**src/rtl/feeder_pkg.sv**
```systemverilog
// Shared types and default sizing for the systolic skew feeder.
package feeder_pkg;

  typedef enum logic {
    LOAD,
    STREAM
  } state_t;

  localparam int unsigned DEF_WIDTH      = 8;
  localparam int unsigned DEF_DEPTH      = 8;
  localparam int unsigned DEF_STREAM_LEN = DEF_DEPTH + DEF_WIDTH - 1;

  function automatic int unsigned stream_len(input int unsigned width, input int unsigned depth);
    return depth + width - 1;
  endfunction

endpackage

```
**src/rtl/feeder_tile_buf.sv**
```systemverilog
// DEPTHxWIDTH tile register file: one word write port, per-lane diagonal bit read
// (lane j returns bit j of row step-j, qualified by whether that row exists).
module feeder_tile_buf #(
  parameter int unsigned WIDTH = 8,
  parameter int unsigned DEPTH = 8,
  parameter int unsigned AW    = 3,
  parameter int unsigned CW    = 4
) (
  input  logic             clk,
  input  logic             wr_en,
  input  logic [AW-1:0]    wr_addr,
  input  logic [WIDTH-1:0] wr_data,
  input  logic [CW-1:0]    rd_step,
  output logic [WIDTH-1:0] rd_bits,
  output logic [WIDTH-1:0] rd_valid
);

  logic [WIDTH-1:0] mem [DEPTH];

  always_ff @(posedge clk) begin
    if (wr_en) mem[wr_addr] <= wr_data;
  end

  always_comb begin
    rd_bits  = '0;
    rd_valid = '0;
    for (int unsigned j = 0; j < WIDTH; j++) begin
      if ((32'(rd_step) >= j) && (32'(rd_step) < j + DEPTH)) begin
        rd_valid[j] = 1'b1;
        rd_bits[j]  = mem[AW'(32'(rd_step) - j)][j];
      end
    end
  end

endmodule

```
**src/rtl/systolic_skew_feeder.sv**
```systemverilog
// Buffers a DEPTH-word tile and streams it diagonally skewed into WIDTH array lanes.
// Define SKEW_FEEDER_DBUF_EN for a second (back) tile buffer loaded during STREAM.
module systolic_skew_feeder
  import feeder_pkg::*;
#(
  parameter int unsigned WIDTH = DEF_WIDTH,
  parameter int unsigned DEPTH = DEF_DEPTH
) (
  input  logic             clk,
  input  logic             rst_n,
  input  logic             ena,
  input  logic [WIDTH-1:0] in_data,
  input  logic             in_valid,
  output logic             in_ready,
  output logic [WIDTH-1:0] lane_out,
  output logic [WIDTH-1:0] lane_valid,
  output logic             busy,
  output logic             tile_done
);

  localparam int unsigned   CW     = $clog2(DEPTH + WIDTH);
  localparam int unsigned   AW     = (DEPTH > 1) ? $clog2(DEPTH) : 1;
  localparam logic [CW-1:0] LAST_T = CW'(stream_len(WIDTH, DEPTH) - 1);
  localparam logic [CW-1:0] FULL   = CW'(DEPTH);
  localparam logic [CW-1:0] ONE    = CW'(1);

  state_t           state, state_nx;
  logic [CW-1:0]    t, t_nx, wcnt, wcnt_nx, wcnt_inc, rd_step;
  logic [WIDTH-1:0] lane_nx, lvalid_nx, rd_bits, rd_valid;
  logic             hs;

  assign hs        = in_valid & in_ready;
  assign wcnt_inc  = hs ? wcnt + ONE : wcnt;
  assign busy      = (state == STREAM);
  assign tile_done = ena & (state == STREAM) & (t == LAST_T);

`ifdef SKEW_FEEDER_DBUF_EN
  logic             front, front_nx, rd_sel, wr_sel;
  logic [WIDTH-1:0] rd_bits0, rd_bits1, rd_valid0, rd_valid1;

  // LOAD fills the front buffer; STREAM reads front while filling the back one.
  assign in_ready = ena & ((state == LOAD) | (wcnt != FULL));
  assign wr_sel   = (state == LOAD) ? front : ~front;
  assign rd_bits  = rd_sel ? rd_bits1 : rd_bits0;
  assign rd_valid = rd_sel ? rd_valid1 : rd_valid0;

  feeder_tile_buf #(.WIDTH(WIDTH), .DEPTH(DEPTH), .AW(AW), .CW(CW)) u_buf0 (
    .clk      (clk),
    .wr_en    (hs & ~wr_sel),
    .wr_addr  (wcnt[AW-1:0]),
    .wr_data  (in_data),
    .rd_step  (rd_step),
    .rd_bits  (rd_bits0),
    .rd_valid (rd_valid0)
  );

  feeder_tile_buf #(.WIDTH(WIDTH), .DEPTH(DEPTH), .AW(AW), .CW(CW)) u_buf1 (
    .clk      (clk),
    .wr_en    (hs & wr_sel),
    .wr_addr  (wcnt[AW-1:0]),
    .wr_data  (in_data),
    .rd_step  (rd_step),
    .rd_bits  (rd_bits1),
    .rd_valid (rd_valid1)
  );

  always_ff @(posedge clk or negedge rst_n) begin
    if (!rst_n) front <= 1'b0;
    else        front <= front_nx;
  end
`else
  assign in_ready = ena & (state == LOAD);

  feeder_tile_buf #(.WIDTH(WIDTH), .DEPTH(DEPTH), .AW(AW), .CW(CW)) u_buf0 (
    .clk      (clk),
    .wr_en    (hs),
    .wr_addr  (wcnt[AW-1:0]),
    .wr_data  (in_data),
    .rd_step  (rd_step),
    .rd_bits  (rd_bits),
    .rd_valid (rd_valid)
  );
`endif

  always_ff @(posedge clk or negedge rst_n) begin
    if (!rst_n) begin
      state      <= LOAD;
      t          <= '0;
      wcnt       <= '0;
      lane_out   <= '0;
      lane_valid <= '0;
    end else begin
      state      <= state_nx;
      t          <= t_nx;
      wcnt       <= wcnt_nx;
      lane_out   <= lane_nx;
      lane_valid <= lvalid_nx;
    end
  end

  // Lane registers are loaded with the read of the step they will display next.
  always_comb begin
    state_nx  = state;
    t_nx      = t;
    wcnt_nx   = wcnt;
    lane_nx   = lane_out;
    lvalid_nx = lane_valid;
    rd_step   = '0;
`ifdef SKEW_FEEDER_DBUF_EN
    front_nx  = front;
    rd_sel    = front;
`endif
    if (ena) begin
      unique case (state)
        LOAD: begin
          wcnt_nx = wcnt_inc;
          if (wcnt_inc == FULL) begin
            state_nx  = STREAM;
            t_nx      = '0;
            wcnt_nx   = '0;
            lane_nx   = rd_bits;
            lvalid_nx = rd_valid;
          end
        end
        STREAM: begin
          if (t != LAST_T) begin
            t_nx      = t + ONE;
            rd_step   = t + ONE;
            lane_nx   = rd_bits;
            lvalid_nx = rd_valid;
`ifdef SKEW_FEEDER_DBUF_EN
            wcnt_nx   = wcnt_inc;
`endif
          end else begin
            state_nx  = LOAD;
            t_nx      = '0;
            wcnt_nx   = '0;
            lane_nx   = '0;
            lvalid_nx = '0;
`ifdef SKEW_FEEDER_DBUF_EN
            // Back buffer becomes front either way; a full one restarts STREAM gaplessly.
            front_nx = ~front;
            rd_sel   = ~front;
            if (wcnt_inc == FULL) begin
              state_nx  = STREAM;
              lane_nx   = rd_bits;
              lvalid_nx = rd_valid;
            end else begin
              wcnt_nx = wcnt_inc;
            end
`endif
          end
        end
        default: ;
      endcase
    end
  end

endmodule

```
**config.mk**
```make
export PLATFORM = sky130hd
export DESIGN_NAME = systolic_skew_feeder
export DESIGN_NICKNAME = d
export VERILOG_FILES = /design/src/rtl/feeder_pkg.sv /design/src/rtl/feeder_tile_buf.sv /design/src/rtl/systolic_skew_feeder.sv
export SDC_FILE = /design/constraint.sdc
export NUM_CORES = 1
export LEC_CHECK = 0
export CAP_MARGIN = 20
export CORE_ASPECT_RATIO = 0.5
export CORE_MARGIN = 5
export CORE_UTILIZATION = 52
export CTS_CLUSTER_DIAMETER = 50
export DETAILED_ROUTE_END_ITERATION = 8
export PLACE_DENSITY = 0.79
export SYNTH_ARGS = -nofsm -noshare
export SYNTH_HDL_FRONTEND = slang
export SYNTH_SLANG_ARGS = --single-unit
```
**constraint.sdc**
```tcl
create_clock -name clk -period 3.1 [get_ports clk]
set_input_delay 0.465 -clock clk [delete_from_list [all_inputs] [get_ports clk]]
set_output_delay 0.465 -clock clk [all_outputs]
set_load 0.03 [all_outputs]
```
==> results.yml, run 1 <==
synth:
  synth_area_per_cell_um2: 14.8
  synth_edf_count: 64
  synth_top_area_cell: "edfxtp_1"
  synth_cell_types: 47
  synth-seq-area-share_pct: 63.4
  yosysMostFrequentCell: "edfxtp_1"
  synth.net_count: 297
  synth_seq_cells: 89
  synth_ff_type: "edfxtp_1"
  yosys-top-cells-area: "edfxtp_1, dfrtp_1, mux4_2"
  syn_area_um2: 4020
  yosysTopAreaCellShare_pct: 47.9
  ys_top_cells_by_count: "edfxtp_1, dfrtp_1, nand2_1, nor2_1, ha_1"
  yosysWarnings: 0
  synthCells: 272
  synthArstFlopShare_pct: 28.1
cells_and_area:
  diodes: 0
  finalNonFillerCells: 416
  final_util_pct: 64.5
  fin_nets: 340
  finish.instance_area_um2: 4800
  drive_gt1_share_pct: 19.7
  areaGrowthSynthToFinish_pct: 19.5
timing:
  min_period_ps: 2860
  worstMarginPinSlew_ps: 652
  hold_violations: 0
  finalCritPeriodShare_pct: 92.4
  finClkSkew_ps: 5.21
  slew_viol_final: 0
  timing.slew.headroom_pct: 55.4
  max_freq_ghz: 0.349
  holdWs_ps: 474
  finalSetupViolCount: 0
  rsz0062_at_grt: "no"
  finalSetupTns_ps: 0
worst_setup_path:
  cp-start-kind: "flop"
  crit_type: "flop to flop"
  worstPathRequired_ps: 3370
  cp.arrival_ps: 3140
  endpoint_kind: "flop"
  path_max_fanout: 6
clock_network:
  ctsHoldBuffers: 0
  cts_setup_buffers: 0
  cts.htree.levels: 3
  clockRootBuffer: "clkbuf_16"
  cts_made_buffers: 9
  cts_tree: "built"
  post_cts_resized: 0
  cts.clk_slew.worst_paths_ps: 70
  clk_path_buf_depth: 2
  cts.sinks: 89
  clk_latency_ps: 340
pwr:
  power.density_nw_per_um2: 842
  vdd_drop_max_mv: 0.435
  power_leakage_nw: 1.80
die:
  rows: 22
  core_um2: 7430
  dieWidth_um: 134
  die_y_um: 72.1
  ios: 31
  start_util_pct: 54.0
  design.die.area_um2: 9690
routing:
  wl_mm: 9.26
  vias: 2583
  wl_per_cell_um: 22.3
  vias_per_cell: 6.21
  drc: 0
  ant_nets: 0
  drtIter0Drc: 362
  first_pass_iters: 6
worst_hold_path:
  min_path_type: "flop to flop"
global_routing:
  antenna_found_initial: 0
  grt-ovfl-total: 0
  grt_pass1_vias: 2619
  grt_max_degree: 31
  track_usage_pct: 20.5
  grt_pass1_wl_mm: 14.9
place:
  place.gp.congestion: 0.813
  dp_hpwl_mm: 6.11
  io_buffers: 30
  place_area_um2: 4490
  dp.cells: 400
status:
  status: "finished, final reports clean"
job:
  cap_violations: 0
-- final timing paths --
path | endpoint | start | slack [ps] | depth (start not counted)
max | lane_out[2] | t[0] | 240 | 10
min | lane_valid[4] | lane_valid[4] | 470 | 2
max reg2reg | lane_out[2] | t[0] | 240 | 10
min reg2reg | lane_valid[4] | lane_valid[4] | 470 | 2
max in group asynchronous | lane_out[7] | rst_n | 2330 | 2
min in group asynchronous | wcnt[3] | rst_n | 500 | 2
-- sequential cells by signal (all words and copies together), names as in the netlist --
register / count
u_buf0.mem: 64
t: 4
lane_out: 8
busy: 1
wcnt: 4
lane_valid: 8
-- placed cells by master (no fill, tap or decap), types with 2 or more instances in the layout --
cell type	netlist	final
xnor2_1	3	3
and3_1	2	2
nand4b_1	2	2
o22ai_1	4	4
mux4_2	12	12
edfxtp_1	64	64
a211oi_1	2	2
ha_1	13	13
clkbuf_16	0	9
a2111oi_2	2	2
a22o_1	10	10
clkinvlp_4	0	2
a2111oi_0	3	3
mux2i_1	4	4
nor2b_1	4	4
a21oi_1	7	7
nand2b_1	4	4
clkdlybuf4s50_1	0	30
a31oi_1	2	2
mux2_2	6	6
a21o_1	7	7
nor3_2	1	2
o21ai_0	7	7
a32o_1	3	3
nand2_1	18	18
dfrtp_1	25	25
inv_2	3	3
inv_6	0	2
nand3_1	5	5
inv_1	5	5
nor2_1	16	16
buf_4	1	16
nor3_1	9	8
-- per-layer routing --
metal | wire [um] | vias to the layer above | track usage, %
met2 | 4110 | 142 | 31.1
met3 | 856 | 29 | 5.96
met1 | 4010 | 1274 | 28.2
met5 | 0 | - | 0
li1 | - | 1138 | -
met4 | 284 | 0 | 8.69
-- worst max-delay path, cell delays in order (launching register included) --
cell and delay (ps):
dfrtp_1 370, inv_2 90, ha_1 240, and3_1 260, nor3_2 320, buf_4 220, ha_1 160, o21ai_0 120
a32o_1 270, nor3_1 500, a22o_1 230
-- cells by family after synthesis --
group	share of synthesized area [%]
XOR/XNOR	0.873
flip-flops	63.4
AO/OA/AOI/OAI	10.9
AND/OR/NAND/NOR	8.41
buffers and inverters	2.90
multiplexers	9.41
adder cells (fa/ha/maj)	4.05
-- final cells by class --
| class | count | area, um^2 |
|---|---|---|
| Clock buffer | 10 | 229 |
| Clock inverter | 6 | 73.8 |
| Fill cell | 484 | 2640 |
| Inverter | 8 | 30.0 |
| Multi-Input combinational cell | 160 | 1360 |
| Sequential cell | 89 | 2550 |
| Tap cell | 96 | 120 |
| Timing Repair Buffer | 47 | 440 |
-- stage by stage --
stage | worst slack, ps | power, mW
2_1_floorplan | 32.4 | 2.52
3_3_place_gp | 121 | 2.87
5_1_grt | 184 | 4.23
3_5_place_dp | 29.1 | 2.93
6_report | 235 | 4.04
4_1_cts | 290 | 4.04
-- power by group --
part / total (mW) / switching, mW / leakage (nW) / internal, mW
Combinational: 1.35 / 0.760 / 0.752 / 0.591
Sequential: 1.59 / 0.156 / 0.906 / 1.43
Clock: 1.10 / 0.462 / 0.142 / 0.636
Total: 4.04 / 1.38 / 1.80 / 2.66
No activity file was read; power rests on OpenSTA's default activity.
==> inputs of run 2 (changes only) <==
- CAP_MARGIN: 20 -> 0
- SYNTH_HIERARCHICAL: not set -> 1
==> results.yml, run 2 <==
status:
  status: "finished, final reports clean"
global_routing:
  grt_max_degree: 26
  grt_pass1_vias: 2374
  grtUsageMet2_pct: 27.4
  antenna_found_initial: 0
  grt.busiest_layer: "met2"
  use_met3_pct: 5.26
  grt_pass1_wl_mm: 13.3
  use_met1_pct: 26.4
  track_usage_pct: 18.4
  grt-ovfl-total: 0
die:
  rows: 22
  core_um2: 7460
  die_y_um: 72.6
  design.die.area_um2: 9800
  start_util_pct: 54.5
  ios: 31
  dieWidth_um: 135
cells_and_area:
  largest_reg_flops: 64
  fillers: 530
  final_cell_mix: "edfxtp_1, mux2i_1, nand2_1, clkdlybuf4s50_1, dfrtp_1"
  regMostFlops: "u_buf0/mem"
  diodes: 0
  areaGrowthSynthToFinish_pct: 19.6
  finish.instance_area_um2: 4870
  fin_nets: 368
  drive_gt1_share_pct: 14.1
  top_regs: "u_buf0/mem (64), lane_out (8), lane_valid (8)"
  final_common_cell: "edfxtp_1"
worst_setup_path:
  slowest_delay_ps: 410
  endpoint_kind: "flop"
  crit_slowest_cell: "dfrtp_1"
  critPathTopFamily: "simple AND/OR/NAND/NOR gates"
  cp-start-kind: "flop"
  r2r_slack_ps: 230
  crit_type: "flop to flop"
  worstPathRequired_ps: 3270
  worstPathCellList: "inv_1 -> ha_1 -> nand3_1 -> nand3_1 -> nor2_1 -> ha_1 -> xor2_4 -> mux2i_1 -> a22oi_1 -> and4_1 -> nand2_1 -> mux2i_1"
  path_buf_inv: 1
  path_max_fanout: 8
  cp.arrival_ps: 3040
synth:
  synth.net_count: 316
  yosysWarnings: 6
  synth_seq_cells: 89
  yosys-top-cells-area: "edfxtp_1, dfrtp_1, mux2i_1"
  synth_edf_count: 64
  synthCells: 290
  synthArstFlopShare_pct: 28.1
  syn_area_um2: 4070
  ys_top_cells_by_count: "edfxtp_1, mux2i_1, nand2_1, dfrtp_1, inv_1"
  synth_cell_types: 37
  synth-seq-area-share_pct: 62.6
  yosysMostFrequentCell: "edfxtp_1"
  synth_area_per_cell_um2: 14.0
  yosysTopAreaCellShare_pct: 47.2
  synth_top_area_cell: "edfxtp_1"
  synth_ff_type: "edfxtp_1"
pwr:
  power_leakage_nw: 1.99
  power.density_nw_per_um2: 730
  vdd_drop_max_mv: 0.318
timing:
  worstMarginPinSlew_ps: 1280
  timing.slew.headroom_pct: 14.9
  finClkSkew_ps: 6.84
  finalSetupTns_ps: 0
  finalSetupViolCount: 0
  finalCritPeriodShare_pct: 92.5
  hold_violations: 0
  max_freq_ghz: 0.349
  min_period_ps: 2870
  rsz0062_at_grt: "no"
  slew_viol_final: 0
routing:
  drc: 0
  vias: 2468
  ant_nets: 0
  first_pass_iters: 4
  drtIter0Drc: 209
  wl_mm: 8.36
  wl_per_cell_um: 18.4
  vias_per_cell: 5.42
place:
  io_buffers: 30
  dp_hpwl_mm: 5.88
  place.gp.congestion: 0.830
  place_area_um2: 4590
clock_network:
  cts.htree.levels: 3
  cts_made_buffers: 9
  clk_latency_ps: 340
  cts_setup_buffers: 0
  clockRootBuffer: "clkbuf_16"
  ctsHoldBuffers: 0
  cts.clk_slew.worst_paths_ps: 70
  cts.sinks: 89
  clk_path_buf_depth: 2
  post_cts_resized: 0
  cts_tree: "built"
job:
  cap_violations: 0
worst_hold_path:
  min_path_type: "primary input to asynchronous set/reset pin"
[run 2: worst paths after layout]
| kind | to | cells past startpoint | start |
|---|---|---|---|
| worst max-delay path | lane_out[3] | 12 | t[0] |
| worst min-delay path | lane_valid[7] | 2 | rst_n |
| worst max register to register | lane_out[3] | 12 | t[0] |
| worst min register to register | lane_valid[2] | 2 | lane_valid[2] |
| max in group asynchronous | lane_out[4] | 2 | rst_n |
| min in group clk | lane_valid[2] | 2 | lane_valid[2] |
[run 2: cell type report]
type | instances | area, um^2 | area share (%)
flip-flops and latches | 89 | 2550 | 52.4
multi-input cells | 169 | 1370 | 28.2
repair buffers | 49 | 443 | 9.10
clock buffers | 10 | 229 | 4.71
well taps | 108 | 135 | 2.78
inverters | 24 | 90.1 | 1.85
clock inverters | 6 | 50.0 | 1.03
[run 2: per-layer routing]
metal,up-vias,wire length (um)
met5,-,0
met4,0,74
met3,5,636
met2,84,3800
met1,1224,3840
li1,1155,-
[run 2: logic make-up (layout without fill, tap and decap cells)]
family / count (synthesis) / in the layout / share of synthesized area, %
and+or+nand+nor: 76 / 76 / 9.16
buffers and inverters: 32 / 89 / 3.69
AOI/OAI and AO/OA: 32 / 32 / 5.44
DFF: 89 / 89 / 62.6
xor gates and xnor gates: 5 / 5 / 2.00
muxes: 42 / 42 / 12.8
adders and majority gates: 14 / 14 / 4.31
[run 2: where the power goes]
part | switching [mW] | total [mW] | leakage (nW) | internal (mW)
Sequential | 0.126 | 1.56 | 0.907 | 1.44
Combinational | 0.551 | 0.975 | 0.946 | 0.425
Clock | 0.458 | 1.01 | 0.135 | 0.554
[run 2: through the flow]
| stage | util [%] | instances | worst slack [ps] | hold WS, ps | power [mW] |
|---|---|---|---|---|---|
| 4_1_cts | 65.2 | 455 | 260 | 502 | 3.58 |
| 3_3_place_gp | 61.5 | 439 | 123 | 478 | 2.52 |
| 6_report | 65.2 | 455 | 231 | 498 | 3.55 |
| 3_5_place_dp | 61.5 | 439 | 85.0 | 512 | 2.56 |
| 2_1_floorplan | - | 290 | 188 | 169 | 2.20 |
| 5_1_grt | 65.2 | 455 | 8.70 | 529 | 3.73 |
